$ cat config.mk
export PLATFORM = sky130hd
export DESIGN_NAME = hazard_stall_flat
export DESIGN_NICKNAME = d
export VERILOG_FILES = /design/src/rtl/hazard_stall_if.sv /design/src/rtl/hazard_stall.sv /design/src/flat_wrapper.sv
export SDC_FILE = /design/constraint.sdc
export NUM_CORES = 1
export LEC_CHECK = 0
export CAP_MARGIN = 20
export CORE_UTILIZATION = 38
export DETAILED_ROUTE_END_ITERATION = 7
export PLACE_DENSITY = 0.87
export SLEW_MARGIN = 20
export SYNTH_ARGS = -nofsm -noshare
export SYNTH_HDL_FRONTEND = slang
export SYNTH_SLANG_ARGS = --single-unit
$ cat constraint.sdc
create_clock -name Clk -period 2 [get_ports Clk]
set_clock_uncertainty 0.05 [all_clocks]
set_input_delay 0.4 -clock Clk [delete_from_list [all_inputs] [get_ports Clk]]
set_output_delay 0.4 -clock Clk [all_outputs]
set_load 0.005 [all_outputs]
$ cat src/rtl/hazard_stall_if.sv
// Decode/EX hazard-stall bundle between the pipeline datapath and the stall unit.
// Latency: n/a (signal bundle only).
// Backpressure: n/a; PCWrite/IFIDWrite are the pipeline hold controls.
interface hazard_stall_if;
    logic [31:0] instrID;
    logic        memReadEX;
    logic        mulEX;
    logic        regWriteEX;
    logic [4:0]  destEX;
    logic        branchTakenEX;
    logic        PCWrite;
    logic        IFIDWrite;
    logic        IDEXBubble;
    logic        IFIDFlush;
    logic        stalled;
    logic [15:0] stallCycles;

    // Pipeline side: drives the decode/EX view and consumes the hold/flush controls.
    modport master (
        output instrID, memReadEX, mulEX, regWriteEX, destEX, branchTakenEX,
        input  PCWrite, IFIDWrite, IDEXBubble, IFIDFlush, stalled, stallCycles
    );

    // Stall unit side.
    modport slave (
        input  instrID, memReadEX, mulEX, regWriteEX, destEX, branchTakenEX,
        output PCWrite, IFIDWrite, IDEXBubble, IFIDFlush, stalled, stallCycles
    );
endinterface

$ cat src/rtl/hazard_stall.sv
// Load-use / mul-use hazard detector that freezes PC and IF/ID and bubbles ID/EX.
// Latency: stall asserted combinationally in the detect cycle, lasting exactly N cycles.
// Backpressure: holds the front end via PCWrite/IFIDWrite; a taken branch overrides and flushes.
module hazard_stall #(
    parameter int LOAD_STALL = 1,
    parameter int MUL_STALL  = 2
) (
    input  logic         Clk,
    input  logic         Rst,
    hazard_stall_if.slave bus
);

    localparam logic [0:0] IDLE  = 1'b0;
    localparam logic [0:0] STALL = 1'b1;

    localparam logic [3:0] LOAD_LEN = 4'(LOAD_STALL);
    localparam logic [3:0] MUL_LEN  = 4'(MUL_STALL);
    localparam logic [3:0] MAX_LEN  = (LOAD_LEN > MUL_LEN) ? LOAD_LEN : MUL_LEN;

    logic [0:0]  state;
    logic [0:0]  state_nxt;
    logic [3:0]  cnt;
    logic [3:0]  cnt_nxt;
    logic        stalled_q;
    logic [15:0] stall_cycles_q;

    logic [5:0]  op;
    logic [4:0]  rs;
    logic [4:0]  rt;
    logic        uses_rs;
    logic        uses_rt;
    logic        hazard;
    logic [3:0]  stall_len;
    logic        pc_write;
    logic        ifid_write;
    logic        idex_bubble;
    logic        ifid_flush;
    logic        unused_imm;

    assign op = bus.instrID[31:26];
    assign rs = bus.instrID[25:21];
    assign rt = bus.instrID[20:16];

    // Immediate/funct bits play no part in operand-use decode.
    assign unused_imm = ^bus.instrID[15:0];

    // Which source fields the decode-stage instruction actually reads.
    always_comb begin
        uses_rs = 1'b1;
        case (op)
            6'b000010, 6'b000011, 6'b001111: uses_rs = 1'b0;  // j, jal, lui
            default: ;
        endcase
        uses_rt = 1'b0;
        case (op)
            6'b000000, 6'b011100, 6'b101011, 6'b101001, 6'b101000,
            6'b000100, 6'b000101: uses_rt = 1'b1;  // R-type, mul, stores, beq/bne
            default: ;
        endcase
    end

    // A long-latency producer in EX feeds a register the decode instruction reads.
    always_comb begin
        hazard = bus.regWriteEX & (bus.memReadEX | bus.mulEX) & (bus.destEX != 5'd0) &
                 ((uses_rs & (rs == bus.destEX)) | (uses_rt & (rt == bus.destEX)));
        if (bus.memReadEX && bus.mulEX)
            stall_len = MAX_LEN;
        else if (bus.memReadEX)
            stall_len = LOAD_LEN;
        else
            stall_len = MUL_LEN;
    end

    // Pipeline controls; reset forces the free-running defaults.
    always_comb begin
        pc_write    = 1'b1;
        ifid_write  = 1'b1;
        idex_bubble = 1'b0;
        ifid_flush  = 1'b0;
        if (!Rst) begin
            if (bus.branchTakenEX) begin
                ifid_flush  = 1'b1;
                idex_bubble = 1'b1;
            end else if ((state == STALL) || hazard) begin
                pc_write    = 1'b0;
                ifid_write  = 1'b0;
                idex_bubble = 1'b1;
            end
        end
    end

    // Stall sequencing: the detect cycle is stall cycle 1, STALL covers the remaining N-1.
    always_comb begin
        state_nxt = state;
        cnt_nxt   = cnt;
        if (bus.branchTakenEX) begin
            state_nxt = IDLE;
            cnt_nxt   = 4'd0;
        end else if (state == STALL) begin
            cnt_nxt = cnt - 4'd1;
            if (cnt == 4'd1)
                state_nxt = IDLE;
        end else if (hazard) begin
            cnt_nxt   = stall_len - 4'd1;
            state_nxt = (stall_len != 4'd1) ? STALL : IDLE;
        end
    end

    // State, countdown and registered STALL decode.
    always_ff @(posedge Clk or posedge Rst) begin
        if (Rst) begin
            state     <= IDLE;
            cnt       <= 4'd0;
            stalled_q <= 1'b0;
        end else begin
            state     <= state_nxt;
            cnt       <= cnt_nxt;
            stalled_q <= (state_nxt == STALL);
        end
    end

    // Saturating count of frozen-PC cycles.
    always_ff @(posedge Clk or posedge Rst) begin
        if (Rst)
            stall_cycles_q <= 16'd0;
        else if (!pc_write && (stall_cycles_q != 16'hFFFF))
            stall_cycles_q <= stall_cycles_q + 16'd1;
    end

    assign bus.PCWrite     = pc_write;
    assign bus.IFIDWrite   = ifid_write;
    assign bus.IDEXBubble  = idex_bubble;
    assign bus.IFIDFlush   = ifid_flush;
    assign bus.stalled     = stalled_q;
    assign bus.stallCycles = stall_cycles_q;

endmodule

$ cat src/flat_wrapper.sv
// flat-port wrapper written by rule: the top's interface ports become plain ports
module hazard_stall_flat 
#(
    parameter int LOAD_STALL = 1,
    parameter int MUL_STALL  = 2
)
  (Clk, Rst, bus_instrID, bus_memReadEX, bus_mulEX, bus_regWriteEX, bus_destEX, bus_branchTakenEX, bus_PCWrite, bus_IFIDWrite, bus_IDEXBubble, bus_IFIDFlush, bus_stalled, bus_stallCycles);
  hazard_stall_if bus_i ();
  input  logic Clk;
  input  logic Rst;
  input wire logic [$bits(bus_i.instrID)-1:0] bus_instrID;
  input wire logic [$bits(bus_i.memReadEX)-1:0] bus_memReadEX;
  input wire logic [$bits(bus_i.mulEX)-1:0] bus_mulEX;
  input wire logic [$bits(bus_i.regWriteEX)-1:0] bus_regWriteEX;
  input wire logic [$bits(bus_i.destEX)-1:0] bus_destEX;
  input wire logic [$bits(bus_i.branchTakenEX)-1:0] bus_branchTakenEX;
  output wire logic [$bits(bus_i.PCWrite)-1:0] bus_PCWrite;
  output wire logic [$bits(bus_i.IFIDWrite)-1:0] bus_IFIDWrite;
  output wire logic [$bits(bus_i.IDEXBubble)-1:0] bus_IDEXBubble;
  output wire logic [$bits(bus_i.IFIDFlush)-1:0] bus_IFIDFlush;
  output wire logic [$bits(bus_i.stalled)-1:0] bus_stalled;
  output wire logic [$bits(bus_i.stallCycles)-1:0] bus_stallCycles;
  assign bus_i.instrID = bus_instrID;
  assign bus_i.memReadEX = bus_memReadEX;
  assign bus_i.mulEX = bus_mulEX;
  assign bus_i.regWriteEX = bus_regWriteEX;
  assign bus_i.destEX = bus_destEX;
  assign bus_i.branchTakenEX = bus_branchTakenEX;
  assign bus_PCWrite = bus_i.PCWrite;
  assign bus_IFIDWrite = bus_i.IFIDWrite;
  assign bus_IDEXBubble = bus_i.IDEXBubble;
  assign bus_IFIDFlush = bus_i.IFIDFlush;
  assign bus_stalled = bus_i.stalled;
  assign bus_stallCycles = bus_i.stallCycles;
  hazard_stall #(.LOAD_STALL(LOAD_STALL), .MUL_STALL(MUL_STALL)) u_core (.Clk(Clk), .Rst(Rst), .bus(bus_i));
endmodule
Word-level counts from Yosys, hierarchy flattened. Index checks and enable logic that the tools add are counted.

Logic and storage cells: 56. Register bits: 21.

Reductions and logical operators: 9. Add/subtract/negate cells: 3. Multiplexer cells: 20. Equal/unequal tests: 14. Bitwise gates (word level): 7.

Operators by type and width (count): 6-bit equality test, second input constant (3); 16-bit by 1-bit adder with 16-bit output, second input constant (1); 4-bit two-way mux (4); 16-bit != test, second input constant (1); 1-bit two-way mux (15); 6-bit by 2-bit equality test with 1-bit output, second input constant (2); 6-bit by 3-bit equality test with 1-bit output, second input constant (2); 5-bit equality test (2); 4-bit by 1-bit subtractor with 4-bit output, second input constant (2); 7-bit OR reduction (1); 6-bit by 4-bit equality test with 1-bit output, second input constant (1); 6-bit by 5-bit equality test with 1-bit output, second input constant (1); 6-bit zero test (1); 1-bit bitwise AND (5); 5-bit nonzero test (1); 4-bit by 1-bit equality test with 1-bit output, second input constant (1); 4-bit by 1-bit != test with 1-bit output, second input constant (1); 3-bit nonzero test (1); 3-bit OR reduction (1); 1-bit logical AND (2); 2-bit two-way mux (1); 1-bit bitwise OR (2); 1-bit zero test (1); 1-bit logical OR (1).

Logic depth before layout (Yosys ltp).
Word-level depth: 12. Mapped depth: 7. Gate-level depth less buffers: 7.

Least setup slack after synthesis. No wires, ideal clock.

Kind: input -> output. Start: input bus_instrID[30]. End: output bus_PCWrite. Arrival: 1.601 ns. Setup slack: -0.051 ns. Buffers on the path: 2. Stages on the path: 7. Path through: and4b_1 -> a211oi_1 -> o31ai_4 -> a41oi_4 -> buf_6 -> nand2b_1 -> buf_4.

Cells in the longest elaborated chain, start to end: 10. Elaborated cells between the ends (all ways): 22. Those cells by class: 9 x eq/ne; 5 x mux; 4 x bitwise; 4 x reduce/logical.

Ends and longest elaborated chain: start: declaration (RTL line flat_wrapper.sv:11) `input wire logic [$bits(bus_i.instrID)-1:0] bus_instrID;`; 6-bit by 5-bit equality test with 1-bit output (tied with other cells) (RTL line hazard_stall.sv:55) `case (op)`; 7-bit OR reduction / 3-bit OR reduction (equally long branches) (RTL line hazard_stall.sv:55, hazard_stall.sv:50); 1-bit two-way mux, on equally long branches (RTL line hazard_stall.sv:55, hazard_stall.sv:50); 1-bit bitwise AND (RTL line hazard_stall.sv:65) `((uses_rs & (rs == bus.destEX)) | (uses_rt & (rt == bus.destEX)));`; 1-bit bitwise OR * (RTL line hazard_stall.sv:65); 1-bit bitwise AND * (RTL line hazard_stall.sv:64) `hazard = bus.regWriteEX & (bus.memReadEX | bus.mulEX) & (bus.destEX != 5'd0) &`; 1-bit logical OR * (RTL line hazard_stall.sv:84) `end else if ((state == STALL) || hazard) begin`; 1-bit two-way mux * (3 in series); end: declaration (RTL line flat_wrapper.sv:17) `output wire logic [$bits(bus_i.PCWrite)-1:0] bus_PCWrite;`.

Every way passes the cells marked *; elsewhere a longest branch is shown, timed or not.

Worst setup path in the final report.
Start: input bus_instrID[29]. End: output bus_IFIDWrite.

Cells in the longest elaborated chain, start to end: 10. Elaborated cells between the ends (all ways): 22. Those cells by class: 9 x eq/ne; 5 x mux; 4 x bitwise; 4 x reduce/logical.

Ends and longest elaborated chain: 6-bit by 5-bit equality test with 1-bit output (tied with other cells) (RTL line hazard_stall.sv:55); 7-bit OR reduction / 3-bit OR reduction (equally long branches) (RTL line hazard_stall.sv:55, hazard_stall.sv:50); 1-bit two-way mux, on equally long branches (RTL line hazard_stall.sv:55, hazard_stall.sv:50); 1-bit bitwise AND (RTL line hazard_stall.sv:65); 1-bit bitwise OR * (RTL line hazard_stall.sv:65); 1-bit bitwise AND * (RTL line hazard_stall.sv:64); 1-bit logical OR * (RTL line hazard_stall.sv:84); 1-bit two-way mux * (RTL line hazard_stall.sv:84); 1-bit two-way mux * (RTL line hazard_stall.sv:81) `if (bus.branchTakenEX) begin`; 1-bit two-way mux * (RTL line hazard_stall.sv:80) `if (!Rst) begin`; end: declaration (RTL line flat_wrapper.sv:18) `output wire logic [$bits(bus_i.IFIDWrite)-1:0] bus_IFIDWrite;`.

Marks and branches as above.

==> flow_summary.yaml <==
outcome:
  outcome: "complete, but fails checks"
  violations: "negative setup slack"
drt:
  wl_mm: 3.845
  drtIter0Drc: 85
  vias_per_cell: 5.123
  num_vias: 1414
  wl_per_cell_um: 13.93
  drc: 0
  dr.pass1.iters: 4
  drt.antenna.violating_nets: 0
pwr:
  switchingPower_mw: 0.2540
  netSwitchingFraction_pct: 26.37
  p_per_area_nw_per_um2: 417.2
  seq_power_share_pct: 46.0
  pwr-share-clk_pct: 28.7
  ir_worst_vdd_mv: 0.3375
  internal-power_mw: 0.7092
  p_comb_share_pct: 25.3
  p_leak_nw: 1.118
setup_path:
  r2r_start: "u_core.bus.stallCycles[1]$_DFFE_PP0P_"
  cp_max_fo: 4
  r2r_end: "u_core.bus.stallCycles[7]$_DFFE_PP0P_"
  critPathRequiredTime_ns: 1.55
  crit_type: "in -> out"
  crit_path_start: "bus_instrID[29]"
  end_kind: "primary output"
  cp-endpoint: "bus_IFIDWrite"
  regToRegSetupSlack_ns: 0.10
  rr_worst_depth: 8
  arrival_ns: 1.65
  startpoint_type: "input pin"
timing:
  hold_viol: 0
  finalSetupViolCount: 5
  min_period_ns: 2.101
  maxSlewHeadroom_pct: 81.93
  period_share_pct: 105.1
  setup_slack_ns: -0.1011
  fmax_mhz: 475.9
  tightest_slew_ns: 0.2710
  maxSlewViolCount: 0
  grt_setup_unrepaired: "true"
synthesis:
  ys_async_sr_fraction_pct: 100.0
  synth_area_um2: 1420
  synth_edf_count: 0
  synth_cell_types: 37
  ys_ff_latch: 21
  synth.yosys.warnings: 0
  synth_cells: 149
  syn-num-nets: 196
  ys_seq_area_share_pct: 37.00
  syn_avg_cell_area_um2: 9.531
  ys.flop_type: "dfrtp_1"
placement:
  io_buffers: 47
  dp_hpwl_mm: 2.548
  dp_cells: 264
  place_ws_ns: -0.8632
  place_area_um2: 2127
  gp_congestion: 0.8180
clock_network:
  path_clk_slew_ns: 0.08
  clock_latency_ns: 0.26
  cts_buffers: 3
  cts_tree: "built"
  clockBufferDepth: 2
  numClockSinks: 21
  cts_hold_buf: 0
  cts_root_buf: "clkbuf_8"
  htree_num_levels: 1
die:
  die_area_um2: 3985
  start_util_pct: 40.95
  fp-row-count: 21
  die_y_um: 63.13
  num_io_pins: 64
  core_area_um2: 3468
  die_x_um: 63.13
finish:
  fin_nets: 278
  register_area_um2: 525.5
  drive_gt1_share_pct: 36.09
  antenna_cells: 0
  syn_to_final_growth_pct: 62.55
  multi_input_area_um2: 952.2
  utilization_pct: 66.56
  design_area_um2: 2308
  fin_cells: 276
  nFillCells: 285
hold_path:
  whs_path_depth: 1
  hold_class: "reg -> reg"
global_routing:
  antenna_found_initial: 0
  grt_pass1_wl_mm: 6.092
  grt_util_all_layers_pct: 19.51
  overflow: 0
  grt_pass1_vias: 1331
  grt_max_degree: 22
job:
  maxCapViolCount: 0
critical path, stage by stage:
cell and delay (ns):
buf_6 0.10, buf_6 0.13, nor2_4 0.07, o211ai_1 0.10, a41o_2 0.30, a41oi_4 0.20
buf_6 0.14, nand2b_4 0.13, buf_6 0.09
metal layers:
metal  part of all wire, %  vias up  global-route usage (%)
li1                      -      686                       -
met1                    43      685                   25.31
met2                    52       37                   33.47
met3                   3.8        6                   3.442
met4                   1.1        0                   4.360
met5                     0        -                       0
placed cells by master (no fill, tap or decap), types with 5 or more instances in the layout:
cell	Yosys	routed
buf_4	2	31
xor2_1	25	25
dfrtp_1	21	21
clkdlybuf4s50_1	0	19
nor2_1	17	12
nor3_1	15	11
nand2_1	9	9
buf_6	2	9
inv_1	6	6
nand3_1	5	5
nand4_1	5	5
clkdlybuf4s15_1	0	5
clkbuf_2	0	5
buf_2	0	5
cells by family (layout without fill, tap and decap cells):
family	after synthesis	after routing	share of synthesized area, %
AND/OR/NAND/NOR	69	69	26.70
XOR/XNOR	25	25	15.42
flip-flops	21	21	37.00
AO/OA/AOI/OAI	15	15	9.428
buffers and inverters	10	91	4.229
multiplexers	5	5	3.700
adder cells (fa/ha/maj)	4	4	3.524
flip-flops by register name (all words and copies together), names as in the netlist:
register,count
u_core.bus.stallCycles,16
u_core.cnt,4
u_core.state,1
Yosys cell counts, types with 2 or more instances:
| library cell | number | area (um2) |
|---|---|---|
| xor2_1 | 25 | 219.0 |
| dfrtp_1 | 21 | 525.5 |
| nor2_1 | 17 | 63.81 |
| nor3_1 | 15 | 75.07 |
| nand2_1 | 9 | 33.78 |
| inv_1 | 6 | 22.52 |
| nand3_1 | 5 | 25.02 |
| nand4_1 | 5 | 31.28 |
| a21oi_1 | 4 | 20.02 |
| ha_1 | 4 | 50.05 |
| o21ai_0 | 4 | 20.02 |
| mux2i_1 | 3 | 30.03 |
| nor2b_1 | 3 | 18.77 |
| buf_4 | 2 | 15.01 |
| buf_6 | 2 | 22.52 |
| mux2_2 | 2 | 22.52 |
| nor4_1 | 2 | 12.51 |
how the worst min path moves through the flow:
stage | startpoint | end | slack [ns]
after floorplan | Rst | u_core.bus.stallCycles[0]$_DFFE_PP0P_ | 0.33
after global placement | u_core.bus.stallCycles[15]$_DFFE_PP0P_ | u_core.bus.stallCycles[15]$_DFFE_PP0P_ | 0.43
after detailed placement | u_core.bus.stallCycles[15]$_DFFE_PP0P_ | u_core.bus.stallCycles[15]$_DFFE_PP0P_ | 0.45
after CTS | u_core.bus.stallCycles[15]$_DFFE_PP0P_ | u_core.bus.stallCycles[15]$_DFFE_PP0P_ | 0.46
after global routing | u_core.bus.stallCycles[15]$_DFFE_PP0P_ | u_core.bus.stallCycles[15]$_DFFE_PP0P_ | 0.48
final | u_core.bus.stallCycles[7]$_DFFE_PP0P_ | u_core.bus.stallCycles[7]$_DFFE_PP0P_ | 0.46
per-stage QoR:
step	TNS (ns)	hold WS (ns)	power, mW
finish	-0.3452	0.4593	0.9631
global route	-0.8817	0.4779	1.016
CTS	-0.3366	0.4609	0.9551
detailed placement	-12.78	0.4502	0.6770
global placement	-11.34	0.4293	0.6722
floorplan	0	0.3265	0.5315
power groups by stage:
stage / Combinational (mW) / Sequential [mW] / Clock, mW
detailed placement: 0.226 / 0.451 / 0
finish: 0.244 / 0.443 / 0.277
floorplan: 0.0769 / 0.455 / 0
CTS: 0.225 / 0.443 / 0.287
global route: 0.266 / 0.444 / 0.306
global placement: 0.222 / 0.451 / 0
final cells by class:
| type | instances | share of cell area [%] |
|---|---|---|
| multi-input cells | 118 | 41.25 |
| repair buffers | 81 | 30.51 |
| flip-flops and latches | 21 | 22.76 |
| well taps | 46 | 2.493 |
| clock buffers | 3 | 1.789 |
| inverters | 6 | 0.9756 |
| clock inverters | 1 | 0.2168 |
what timing repair did:
action	4_1_cts	5_1_grt
endpoints found under the setup margin	25	13
pin swaps	20	13
gates resized for setup	97	30
setup buffers	6	3
(Power assumes the default switching activity.)
